`src/rtl/layer_pkg.sv`:
```
// Shared definitions for the streaming layer blocks: default word width
// and the signed word type carried between layers.
package layer_pkg;

    localparam int WORD_SIZE = 16;

    typedef logic signed [WORD_SIZE-1:0] word_t;

endpackage : layer_pkg

```
`src/rtl/fork_fifo.sv`:
```
// Per-lane FIFO for the fork. Extra pointer bit distinguishes full from
// empty when the address bits coincide. Head word comes straight out of
// the storage array, so it stays put while the consumer stalls.
module fork_fifo #(
    parameter int WORD_SIZE = layer_pkg::WORD_SIZE,
    parameter int DEPTH     = 2
) (
    input  logic                        clk_i,
    input  logic                        reset_n_i,
    input  logic                        push_i,
    input  logic signed [WORD_SIZE-1:0] data_i,
    output logic                        full_o,
    input  logic                        pop_i,
    output logic                        empty_o,
    output logic signed [WORD_SIZE-1:0] data_o
);

    localparam int AW = (DEPTH > 1) ? $clog2(DEPTH) : 1;
    localparam logic [AW:0] PTR_ONE = {{AW{1'b0}}, 1'b1};

    logic signed [WORD_SIZE-1:0] mem [DEPTH];
    logic [AW:0]                 wr_ptr;
    logic [AW:0]                 rd_ptr;

    // Storage and pointers; reset clears contents so the head reads zero.
    always_ff @(posedge clk_i or negedge reset_n_i) begin
        if (!reset_n_i) begin
            wr_ptr <= '0;
            rd_ptr <= '0;
            for (int i = 0; i < DEPTH; i++) begin
                mem[i] <= '0;
            end
        end else begin
            if (push_i) begin
                mem[wr_ptr[AW-1:0]] <= data_i;
                wr_ptr              <= wr_ptr + PTR_ONE;
            end
            if (pop_i) begin
                rd_ptr <= rd_ptr + PTR_ONE;
            end
        end
    end

    // Status flags and head word, all derived from registered state.
    always_comb begin
        full_o  = (wr_ptr[AW] != rd_ptr[AW]) && (wr_ptr[AW-1:0] == rd_ptr[AW-1:0]);
        empty_o = (wr_ptr == rd_ptr);
        data_o  = mem[rd_ptr[AW-1:0]];
    end

endmodule : fork_fifo

```
`src/rtl/fork_layer.sv`:
```
// Duplicates one signed stream onto two lanes, each with its own FIFO so
// the two consumers can stall independently.
//
// Handshake: a word moves across an interface on a rising edge where both
// valid and ready are high that cycle. Upstream: accept = valid_i & ready_o,
// and ready_o depends only on the FIFO registers (never on ready_i). Lane k
// downstream: pop = valid_o[k] & ready_i[k]; the head word is held stable
// while valid_o[k] is high and ready_i[k] is low.
module fork_layer #(
    parameter int WORD_SIZE = layer_pkg::WORD_SIZE,
    parameter int DEPTH     = 2
) (
    input  logic                        clk_i,
    input  logic                        reset_n_i,
    input  logic                        valid_i,
    output logic                        ready_o,
    input  logic signed [WORD_SIZE-1:0] data_r_i,
    output logic [1:0]                  valid_o,
    input  logic [1:0]                  ready_i,
    output logic signed [WORD_SIZE-1:0] data1_r_o,
    output logic signed [WORD_SIZE-1:0] data2_r_o
);

    logic full1;
    logic full2;
    logic empty1;
    logic empty2;
    logic accept;
    logic pop1;
    logic pop2;

    // A word is taken only when both lanes have room, so both FIFOs always
    // receive it on the same edge.
    always_comb begin
        ready_o = !full1 && !full2;
        accept  = valid_i && ready_o;
        valid_o = {!empty2, !empty1};
        pop1    = valid_o[0] && ready_i[0];
        pop2    = valid_o[1] && ready_i[1];
    end

    fork_fifo #(
        .WORD_SIZE (WORD_SIZE),
        .DEPTH     (DEPTH)
    ) u_lane1 (
        .clk_i     (clk_i),
        .reset_n_i (reset_n_i),
        .push_i    (accept),
        .data_i    (data_r_i),
        .full_o    (full1),
        .pop_i     (pop1),
        .empty_o   (empty1),
        .data_o    (data1_r_o)
    );

    fork_fifo #(
        .WORD_SIZE (WORD_SIZE),
        .DEPTH     (DEPTH)
    ) u_lane2 (
        .clk_i     (clk_i),
        .reset_n_i (reset_n_i),
        .push_i    (accept),
        .data_i    (data_r_i),
        .full_o    (full2),
        .pop_i     (pop2),
        .empty_o   (empty2),
        .data_o    (data2_r_o)
    );

endmodule : fork_layer

```
`config.mk`:
```
export PLATFORM = sky130hd
export DESIGN_NAME = fork_layer
export DESIGN_NICKNAME = d
export VERILOG_FILES = /design/src/rtl/layer_pkg.sv /design/src/rtl/fork_fifo.sv /design/src/rtl/fork_layer.sv
export SDC_FILE = /design/constraint.sdc
export NUM_CORES = 1
export LEC_CHECK = 0
export ABC_AREA = 0
export BUFFER_PORTS_ARGS = -buffer_cell sky130_fd_sc_hd__buf_2
export CAP_MARGIN = 0
export CELL_PAD_IN_SITES_DETAIL_PLACEMENT = 2
export CELL_PAD_IN_SITES_GLOBAL_PLACEMENT = 2
export CORE_ASPECT_RATIO = 1.25
export CORE_MARGIN = 4
export CORE_UTILIZATION = 40
export DETAILED_ROUTE_END_ITERATION = 12
export PLACE_DENSITY = 0.82
export SLEW_MARGIN = 20
export SYNTH_ARGS = -nofsm -noshare
export SYNTH_HDL_FRONTEND = slang
export SYNTH_SLANG_ARGS = --single-unit
```
`constraint.sdc`:
```
create_clock -name clk_i -period 2.9 [get_ports clk_i]
set_clock_uncertainty 0.2 [all_clocks]
set_input_delay 0.29 -clock clk_i [delete_from_list [all_inputs] [get_ports clk_i]]
set_output_delay 0.29 -clock clk_i [all_outputs]
set_load 0.01 [all_outputs]
```
==> summary.md <==
| Metric | Value |
|---|---|
| Status | complete, no violations |
| Total Power | between 5 and 6 mW |
| Nets | 299 |
| Top cell type's share of synthesized area | 0.5418 |
| Post-Syn Area per Cell | 16.07 um2 |
| GRT Total Usage | 0.1769 |
| Fin crit share | 0.7825 |
| Iter 0 DRT Violations | 66 |
| Critical path class | flop to primary output |
| Clock Path Buffers | 2 |
| Worst hold path cell count | 2 |
| Worst hold-check path type | input port to flop |
| Maximum VDD drop | 0.5267 mV |
| Unrepaired setup endpoints after global routing | no |
| CP arrival | ~1.8 ns |
| Vias in the first global route | about 2300 |
| RePlAce Congestion | 0.7307 |
| Largest cells by area after synthesis | dfrtp_1 54%, mux2_2 20%, mux2_4 9.0%, mux2_1 6.1%, a221oi_4 1.6% |
| DRC | 0 |
| Reg2Reg Depth | 5 |
| Via density | between 5 and 6 |
| First-pass GRT wire length | 12700 um |
| Synth Warn # | 0 |
| Routed len/inst | 21.24 um |
| Layout filler cell count | 737 |
| Distinct cells, synth | 23 |
| Count of non-filler cells in the finished layout | 378 |
| Post-route setup TNS | 0 ns |
| Pre-antenna DRT Iters | 3 |
| Leak | between 1.5 and 2 nW |
| Clock Sinks | between 70 and 80 |
| Syn_nets | 228 |
| Hold Violations, Final | 0 |
| H-tree depth | 3 |
| Clock root cell | clkbuf_8 |
| Buffers on Ports | 55 |
| CTS Buf Count | 9 |
| Count of final setup violators | 0 |
| Register area | 1802 um2 |
| Antenna Nets Post-Route | 0 |
| Peak Freq | 440.7 MHz |
| Power Density | 1451 nW/um2 |
| Post-Place Cells | about 360 |
| Commonest non-fill, non-tap cell in the layout | dfrtp_1 |
| Cell area after synthesis | 3326 um2 |
| Yosys top cell by area | dfrtp_1 |
| Critical Path RT | 2.41 ns |
| Post-place setup slack | approximately 0.68 ns |
| Worst Setup Slack, final | ~0.63 ns |
| Slew Limit Fails | 0 |
| Vias | 1978 |
| Synthesized instance count | 207 |
| Largest net degree at the start of global routing | between 70 and 80 |
| Share of layout cells above drive strength 1 | 0.5830 |
| Initial antenna violation count | 0 |
| Multi-input combinational cell area | 1490 um2 |
| Die area | 9846 um2 |
| Commonest cells after routing, fill and taps aside | 72 x dfrtp_1, 58 x mux2_2, 54 x buf_2 |
| Vert. Die Dim | 109.9 um |
| FF-to-FF End | u_lane1.mem[5] |
| TritonCTS clock tree | yes |
| Reg-to-Reg Start | u_lane2.wr_ptr[0] |
| Sequential fraction of the synthesis area | 0.5418 |
| Detailed Place HPWL | 5023 um |
| Antenna cells | 0 |
| Hold_sp | data_r_i[4] |
| Max-cap violation count | 0 |
| Slew margin rel. | 0.3912 |
| Area growth, synth to finish | 23.14% |
| Tmin final | about 2.3 ns |
| CP Capture Type | primary output |
| Register bit count reported by yosys | around 70 |
| Total gr overflow | 0 |
| Crit path launch type | flop |
| Rows | 36 |
| Hold Path Sink | u_lane2.mem[20] |
| Initial Util | 0.4195 |
| Final wirelength | 8028 um |
| Crit Path Max Fanout | 9 |
| Core footprint | 7928 um2 |
| R2R setup slack | 0.69 ns |
| Clk pin slew, worst setup/hold paths | roughly 0.08 ns |
| Skew-Pair Late Insertion Delay | around 0.35 ns |
| I/O pins | between 50 and 60 |
| Die X | roughly 90 um |
| Slew of the pin with the lowest slew margin | 0.9132 ns |
## report_power, final
group	switching, mW	leakage, nW	internal [mW]	total [mW]
logic	1.44	0.845	1.62	3.06
clock network	0.404	0.123	0.599	1.00
registers	0.334	0.849	1.54	1.88
## Yosys cell counts
library cell  instances
xnor2_2               2
mux2_2               58
buf_4                 2
xor2_1                4
o211ai_1              2
or2_2                 1
a221oi_4              2
inv_1                 1
mux2_4               20
dfrtp_1              72
a221o_1               1
nand2_1               2
xor2_2                2
mux2_1               18
buf_1                 2
xnor2_1               6
clkbuf_1              2
a221oi_2              2
or2b_1                1
buf_6                 2
a22oi_1               1
nand2b_1              2
o21ai_0               2
## worst max-delay path, cell delays in order, from the launching register on
cell and delay (ns):
dfrtp_1 0.42, xor2_2 0.60, a22oi_1 0.21, buf_2 0.19
## state kept, by name (all words and copies together), names as in the netlist
register	cells
u_lane2.mem	32
u_lane1.mem	32
u_lane2.rd_ptr	2
u_lane1.rd_ptr	2
u_lane1.wr_ptr	2
u_lane2.wr_ptr	2
## kinds of logic after synthesis
group,synth area share
AOI/OAI and AO/OA,0.03762
xor gates and xnor gates,0.04590
buffers and inverters,0.01693
DFF,0.5418
muxes,0.3476
and+or+nand+nor,0.01016
## routing by layer
metal	track usage	wire [um]	vias to the layer above
met4	0.07766	156	0
met3	0.03223	239	11
li1	-	-	885
met5	0	0	-
met2	0.3091	4272	37
met1	0.2077	3360	1045
## what timing repair did
action / in CTS / in global routing
endpoints found under the hold margin: 82 / 0
setup buffers: 0 / 0
resized for setup: 0 / 0
hold buffers: 6 / 0
## worst max path at each step
stage	from	end	slack (ns)	cells after the start
after detailed placement	u_lane2.wr_ptr[0]	u_lane1.mem[5]	0.68	5
after CTS	u_lane2.rd_ptr[1]	ready_o	0.59	3
after floorplan	u_lane2.wr_ptr[0]	u_lane1.mem[22]	0.82	4
final	u_lane2.rd_ptr[1]	ready_o	0.63	3
after global routing	u_lane2.rd_ptr[1]	ready_o	0.53	3
after global placement	u_lane2.wr_ptr[0]	u_lane2.mem[0]	0.74	5
## per-stage QoR
| stage | area [um2] | util | hold WS (ns) |
|---|---|---|---|
| after floorplan | 3326 | - | -0.2056 |
| after global placement | 3782 | 0.4771 | 0.2617 |
| after detailed placement | 3782 | 0.4771 | 0.2684 |
| after CTS | 4095 | 0.5166 | 0.0004119 |
| after global routing | 4095 | 0.5166 | 0.01602 |
| final | 4095 | 0.5166 | 0.02055 |
## area by class of cell
cell class / instances / area share
repair buffers: 68 / 0.1045
multi-input cells: 126 / 0.3639
flip-flops and latches: 72 / 0.4400
inverters: 1 / 0.0009166
clock buffers: 10 / 0.03361
well taps: 95 / 0.02903
clock inverters: 6 / 0.02811
No activity file was read; power rests on OpenSTA's default activity.
